File: config.mk
export PLATFORM = sky130hd
export DESIGN_NAME = gate_bist_ctrl
export DESIGN_NICKNAME = d
export VERILOG_FILES = /design/src/rtl/gate_bist_pkg.sv /design/src/rtl/gate_bist_ctrl.sv
export SDC_FILE = /design/constraint.sdc
export NUM_CORES = 1
export LEC_CHECK = 0
export CAP_MARGIN = 20
export CORE_ASPECT_RATIO = 1.2
export CORE_MARGIN = 5
export CORE_UTILIZATION = 45
export DETAILED_ROUTE_END_ITERATION = 16
export PLACE_DENSITY = 0.71
export SYNTH_ARGS = -nofsm -noshare
export SYNTH_HDL_FRONTEND = slang
export SYNTH_SLANG_ARGS = --single-unit
File: constraint.sdc
create_clock -name clk_i -period 2 [get_ports clk_i]
set_input_delay 0.6 -clock clk_i [delete_from_list [all_inputs] [get_ports clk_i]]
set_output_delay 0.6 -clock clk_i [all_outputs]
set_load 0.01 [all_outputs]
File: src/rtl/gate_bist_pkg.sv
// gate_bist_pkg: shared types and constants for the 2-input gate BIST sequencer.
//   state_e      - sequencer FSM states
//   NUM_VECTORS  - number of input vectors applied to a 2-input gate
//   TT_*         - expected truth tables, bit index = {A,B}
//   cnt_width()  - settle counter width for a given settle length (minimum 1)
package gate_bist_pkg;

    typedef enum logic [1:0] {
        ST_IDLE   = 2'd0,
        ST_SETTLE = 2'd1,
        ST_CHECK  = 2'd2,
        ST_DONE   = 2'd3
    } state_e;

    localparam int NUM_VECTORS = 4;

    localparam logic [NUM_VECTORS-1:0] TT_AND  = 4'b1000;
    localparam logic [NUM_VECTORS-1:0] TT_NAND = 4'b0111;
    localparam logic [NUM_VECTORS-1:0] TT_OR   = 4'b1110;
    localparam logic [NUM_VECTORS-1:0] TT_NOR  = 4'b0001;
    localparam logic [NUM_VECTORS-1:0] TT_XOR  = 4'b0110;

    function automatic int cnt_width(input int settle);
        return (settle < 1) ? 1 : $clog2(settle + 1);
    endfunction

endpackage

File: src/rtl/gate_bist_ctrl.sv
// gate_bist_ctrl: BIST sequencer for a 2-input gate primitive.
// Applies {A,B} = 00,01,10,11, holds each vector SETTLE_CYCLES cycles, samples
// Y_i for one CHECK cycle, and reports a per-vector fail mask plus pass flag.
// Ports:
//   clk_i, rst_ni      clock (rising edge), async active-low reset
//   start_i            start a run (accepted in IDLE, and in DONE for back-to-back runs)
//   abort_i            cancel a run in progress; wins over start_i
//   truth_i[3:0]       expected Y per vector, latched at start
//   Y_i                gate-under-test output
//   A_o, B_o           registered gate inputs
//   busy_o             run in progress (SETTLE/CHECK/DONE)
//   done_o             one-cycle completion pulse
//   pass_o             last completed run had no mismatches (held)
//   fail_mask_o[3:0]   bit v set if vector v mismatched (held)
import gate_bist_pkg::*;

module gate_bist_ctrl #(
    parameter int SETTLE_CYCLES = 2
) (
    input  logic                   clk_i,
    input  logic                   rst_ni,
    input  logic                   start_i,
    input  logic                   abort_i,
    input  logic [NUM_VECTORS-1:0] truth_i,
    input  logic                   Y_i,
    output logic                   A_o,
    output logic                   B_o,
    output logic                   busy_o,
    output logic                   done_o,
    output logic                   pass_o,
    output logic [NUM_VECTORS-1:0] fail_mask_o
);

    localparam int               CNT_W   = cnt_width(SETTLE_CYCLES);
    localparam logic [CNT_W-1:0] CNT_MAX = CNT_W'(SETTLE_CYCLES);
    localparam logic [1:0]       V_LAST  = 2'(NUM_VECTORS - 1);

    state_e                   state_q, state_d;
    logic [1:0]               v_q, v_d;
    logic [CNT_W-1:0]         cnt_q, cnt_d;
    logic [NUM_VECTORS-1:0]   truth_q, truth_d;
    logic [NUM_VECTORS-1:0]   mask_q, mask_d;
    logic                     pass_q, pass_d;
    logic [CNT_W-1:0]         cnt_inc;
    state_e                   vec_entry;

    assign cnt_inc = cnt_q + CNT_W'(1);

    // With no settle time each vector goes straight to its CHECK cycle.
    always_comb begin
        vec_entry = ST_SETTLE;
        if (SETTLE_CYCLES == 0) vec_entry = ST_CHECK;
    end

    always_comb begin
        state_d = state_q;
        v_d     = v_q;
        cnt_d   = cnt_q;
        truth_d = truth_q;
        mask_d  = mask_q;
        pass_d  = pass_q;

        case (state_q)
            ST_IDLE: begin
                if (start_i && !abort_i) begin
                    state_d = vec_entry;
                    truth_d = truth_i;
                    mask_d  = '0;
                    pass_d  = 1'b0;
                    v_d     = '0;
                    cnt_d   = '0;
                end
            end
            ST_SETTLE: begin
                cnt_d = cnt_inc;
                if (cnt_inc == CNT_MAX) state_d = ST_CHECK;
            end
            ST_CHECK: begin
                if (Y_i != truth_q[v_q]) mask_d[v_q] = 1'b1;
                cnt_d = '0;
                if (v_q != V_LAST) begin
                    v_d     = v_q + 2'd1;
                    state_d = vec_entry;
                end else begin
                    // Vector index doubles as {A,B}; clearing it parks the gate inputs at 0.
                    v_d     = '0;
                    state_d = ST_DONE;
                    pass_d  = (mask_d == '0);
                end
            end
            ST_DONE: begin
                state_d = ST_IDLE;
                // A held start launches the next run straight out of DONE so runs
                // repeat with no idle gap.
                if (start_i) begin
                    state_d = vec_entry;
                    truth_d = truth_i;
                    mask_d  = '0;
                    pass_d  = 1'b0;
                    v_d     = '0;
                    cnt_d   = '0;
                end
            end
            default: state_d = ST_IDLE;
        endcase

        if (abort_i && (state_q != ST_IDLE)) begin
            state_d = ST_IDLE;
            v_d     = '0;
            cnt_d   = '0;
            mask_d  = '0;
            pass_d  = 1'b0;
        end
    end

    always_ff @(posedge clk_i or negedge rst_ni) begin
        if (!rst_ni) begin
            state_q <= ST_IDLE;
            v_q     <= '0;
            cnt_q   <= '0;
            truth_q <= '0;
            mask_q  <= '0;
            pass_q  <= 1'b0;
        end else begin
            state_q <= state_d;
            v_q     <= v_d;
            cnt_q   <= cnt_d;
            truth_q <= truth_d;
            mask_q  <= mask_d;
            pass_q  <= pass_d;
        end
    end

    assign A_o         = v_q[1];
    assign B_o         = v_q[0];
    assign busy_o      = (state_q != ST_IDLE);
    assign done_o      = (state_q == ST_DONE);
    assign pass_o      = pass_q;
    assign fail_mask_o = mask_q;

endmodule

==> impl_metrics.env <==
export IMPL_clock_latency_ns=0.30
export IMPL_synthArstFlopShare=1.00
export IMPL_num_antenna_cells=0
export IMPL_first_global_vias=725
export IMPL_path_buf_inv=1
export IMPL_fp_row_count=17
export IMPL_seq_area_frac_synth=0.457
export IMPL_fp_dieArea_mm2=0.00278
export IMPL_grtUsageTotal=0.142
export IMPL_top_usage_layer="met2"
export IMPL_avgSynthCellArea_um2=10.8
export IMPL_drive_gt1_frac=0.233
export IMPL_cts_made_buffers=3
export IMPL_min_path_type="register to register"
export IMPL_synth_edf_count=0
export IMPL_fin_crit_ns=1.93
export IMPL_seq_area_um2=378
export IMPL_globalRouteMet1Util=0.151
export IMPL_vdd_ir_drop_max_mv=0.432
export IMPL_drt_vias_per_instance=5.47
export IMPL_cts_root_buf="clkbuf_4"
export IMPL_r2r_start="state_q[0]"
export IMPL_vias=667
export IMPL_place_gp_congestion=0.772
export IMPL_synth_ff_latch_count=15
export IMPL_multi_input_area_um2=405
export IMPL_r2r_end="fail_mask_o[2]"
export IMPL_r2r_setup_slack_ns=0.40
export IMPL_crit_type="register to output port"
export IMPL_coreArea_mm2=0.00179
export IMPL_ctsHoldBuffers=0
export IMPL_clock_sinks=15
export IMPL_whs_ns=0.514
export IMPL_cp_end_kind="output port"
export IMPL_die_h_um=56.8
export IMPL_cp_top_family="flip-flops"
export IMPL_port_buffer_count=17
export IMPL_start_kind="register"
export IMPL_synth_cell_types=27
export IMPL_grt_ovfl_total=0
export IMPL_grt_max_degree=16
export IMPL_wl_per_cell_um=14.6
export IMPL_cp_cell_sequence="or2_2, dlygate4sd2_1"
export IMPL_start_util=0.459
export IMPL_fin_crit_sh=0.964
export IMPL_grt_use_met2=0.256
export IMPL_hold_start="truth_q[0]"
export IMPL_syn_area_um2=821
export IMPL_cts_buffer_depth=2
export IMPL_power_density_mw_per_mm2=647
export IMPL_ant_nets=0
export IMPL_htreeDepth=1
export IMPL_synth_area_leaders="dfrtp_1 46%, ha_1 7.6%, a22o_1 7.5%, mux2_2 5.5%, inv_1 2.7%"
export IMPL_crit_fanout=7
export IMPL_crit_path_top_delay_cell="dfrtp_2"
export IMPL_antenna_found_initial=0
export IMPL_hold_path_end="truth_q[0]"
export IMPL_yosys_area_top_type="dfrtp_1"
export IMPL_cp_arrival_ns=1.33
export IMPL_required_ns=1.40
export IMPL_final_max_slew_viol_count=0
export IMPL_wirelength_um=1780
export IMPL_place_area_mm2=0.00106
export IMPL_finClkSkew_ns=0.00895
export IMPL_setup_viol=0
export IMPL_mostFrequentLayoutCell="clkdlybuf4s50_1"
export IMPL_drcViolationCount=0
export IMPL_synthFlopType="dfrtp_1"
export IMPL_reg2regPathDepth=5
export IMPL_yosysWarningCount=0
export IMPL_hold_viol_final=0
export IMPL_max_freq_mhz=519
export IMPL_nets=118
export IMPL_status="finished clean"
export IMPL_p_leak_uw=0.000492
export IMPL_drt_iter0_drc=9
export IMPL_fin_total_pwr_uw=706
export IMPL_num_fill_cells=165
export IMPL_mostFrequentLayoutCells="15 x clkdlybuf4s50_1, 13 x dfrtp_1, 9 x buf_4, 7 x a22o_1, 6 x inv_1"
export IMPL_slew_headroom=0.618
export IMPL_netlist_area_leader_share=0.457
export IMPL_tightestPinTransition_ns=0.573
export IMPL_ios=18
export IMPL_clk_pin_slew_worst_paths_ns=0.10
export IMPL_grt_use_met3=0.0265
export IMPL_syn_to_final_growth_pct=32.9
export IMPL_drv_cap=0
export IMPL_hpwl_um=1350
export IMPL_synth_nets=90
export IMPL_rsz0062_at_grt="no"
export IMPL_cts_tree="done"
export IMPL_grt_pass1_wl_um=3060
export IMPL_hold_depth=1
export IMPL_critPathMaxStageDelay_ns=0.46
export IMPL_syn_inst=76
export IMPL_postLayoutCellArea_mm2=0.00109
export IMPL_dr_pass1_iters=4
export IMPL_die_w_um=49.0
synthesized netlist by cell type, types with 3 or more instances:
library cell,n
o21ai_0,4
a21oi_1,3
nor2_1,4
inv_1,6
mux2_2,4
nor2b_1,3
nand2_1,4
a22o_1,7
ha_1,5
dfrtp_1,15
metrics by stage:
stage	utilization	cells	setup TNS (ns)	setup slack, ns
after floorplan	-	76	0	0.450
after global placement	0.592	117	-0.0963	-0.0255
after detailed placement	0.592	117	-0.435	-0.113
after CTS	0.610	122	0	0.0165
after global routing	0.611	122	0	0.0125
final	0.611	122	0	0.0720
worst register-to-register path, stage by stage, from the launching register on:
cell      delay [ns]
dfrtp_2         0.46
or2_2           0.29
buf_4           0.15
nor3_1          0.18
a221oi_1        0.14
a22o_1          0.27
routing by layer:
layer	vias to the layer above	wire length, um	part of all wire
met5	-	0	0
met4	0	46	0.026
met3	5	88	0.049
met2	21	953	0.53
met1	317	694	0.39
li1	324	-	-
flip-flops by register name, summed over array words and instances (netlist names):
signal and flops:
truth_q 4, pass_o 1, state_q 2, cnt_q 2
fail_mask_o 4, v_q 2
final cells by class:
type | count | share of cell area
Sequential cell | 15 | 0.346
Inverter | 6 | 0.0206
Clock buffer | 4 | 0.0241
Multi-Input combinational cell | 52 | 0.372
Tap cell | 19 | 0.0218
Timing Repair Buffer | 26 | 0.216
worst max-delay path by stage:
stage	start	to	cells past startpoint
finish	state_q[0]	busy_o	2
global route	v_q[1]	A_o	1
CTS	v_q[0]	B_o	1
detailed placement	abort_i	fail_mask_o[2]	4
global placement	abort_i	fail_mask_o[3]	4
floorplan	v_q[0]	fail_mask_o[0]	4
what timing repair did:
| action | CTS | global route |
|---|---|---|
| hold endpoints to repair | 0 | 0 |
| endpoints found under the setup margin | 2 | 1 |
| gates resized for setup | 3 | 1 |
| buffers inserted | 1 | 0 |
cell families (layout without fill, tap and decap cells):
kind of cell,count (synthesis),count (layout),synth area share
and+or+nand+nor,21,21,0.137
AOI/OAI and AO/OA,20,20,0.178
DFF,15,15,0.457
buffers and inverters,9,36,0.0488
adders and majority gates,5,5,0.0762
muxes,5,5,0.0823
xor gates and xnor gates,1,1,0.0198
where the power goes:
part	internal (uW)	switching, uW
registers	335	22.8
clock network	77.7	104
logic	95.3	71.7
total	508	198
(Power assumes the default switching activity.)
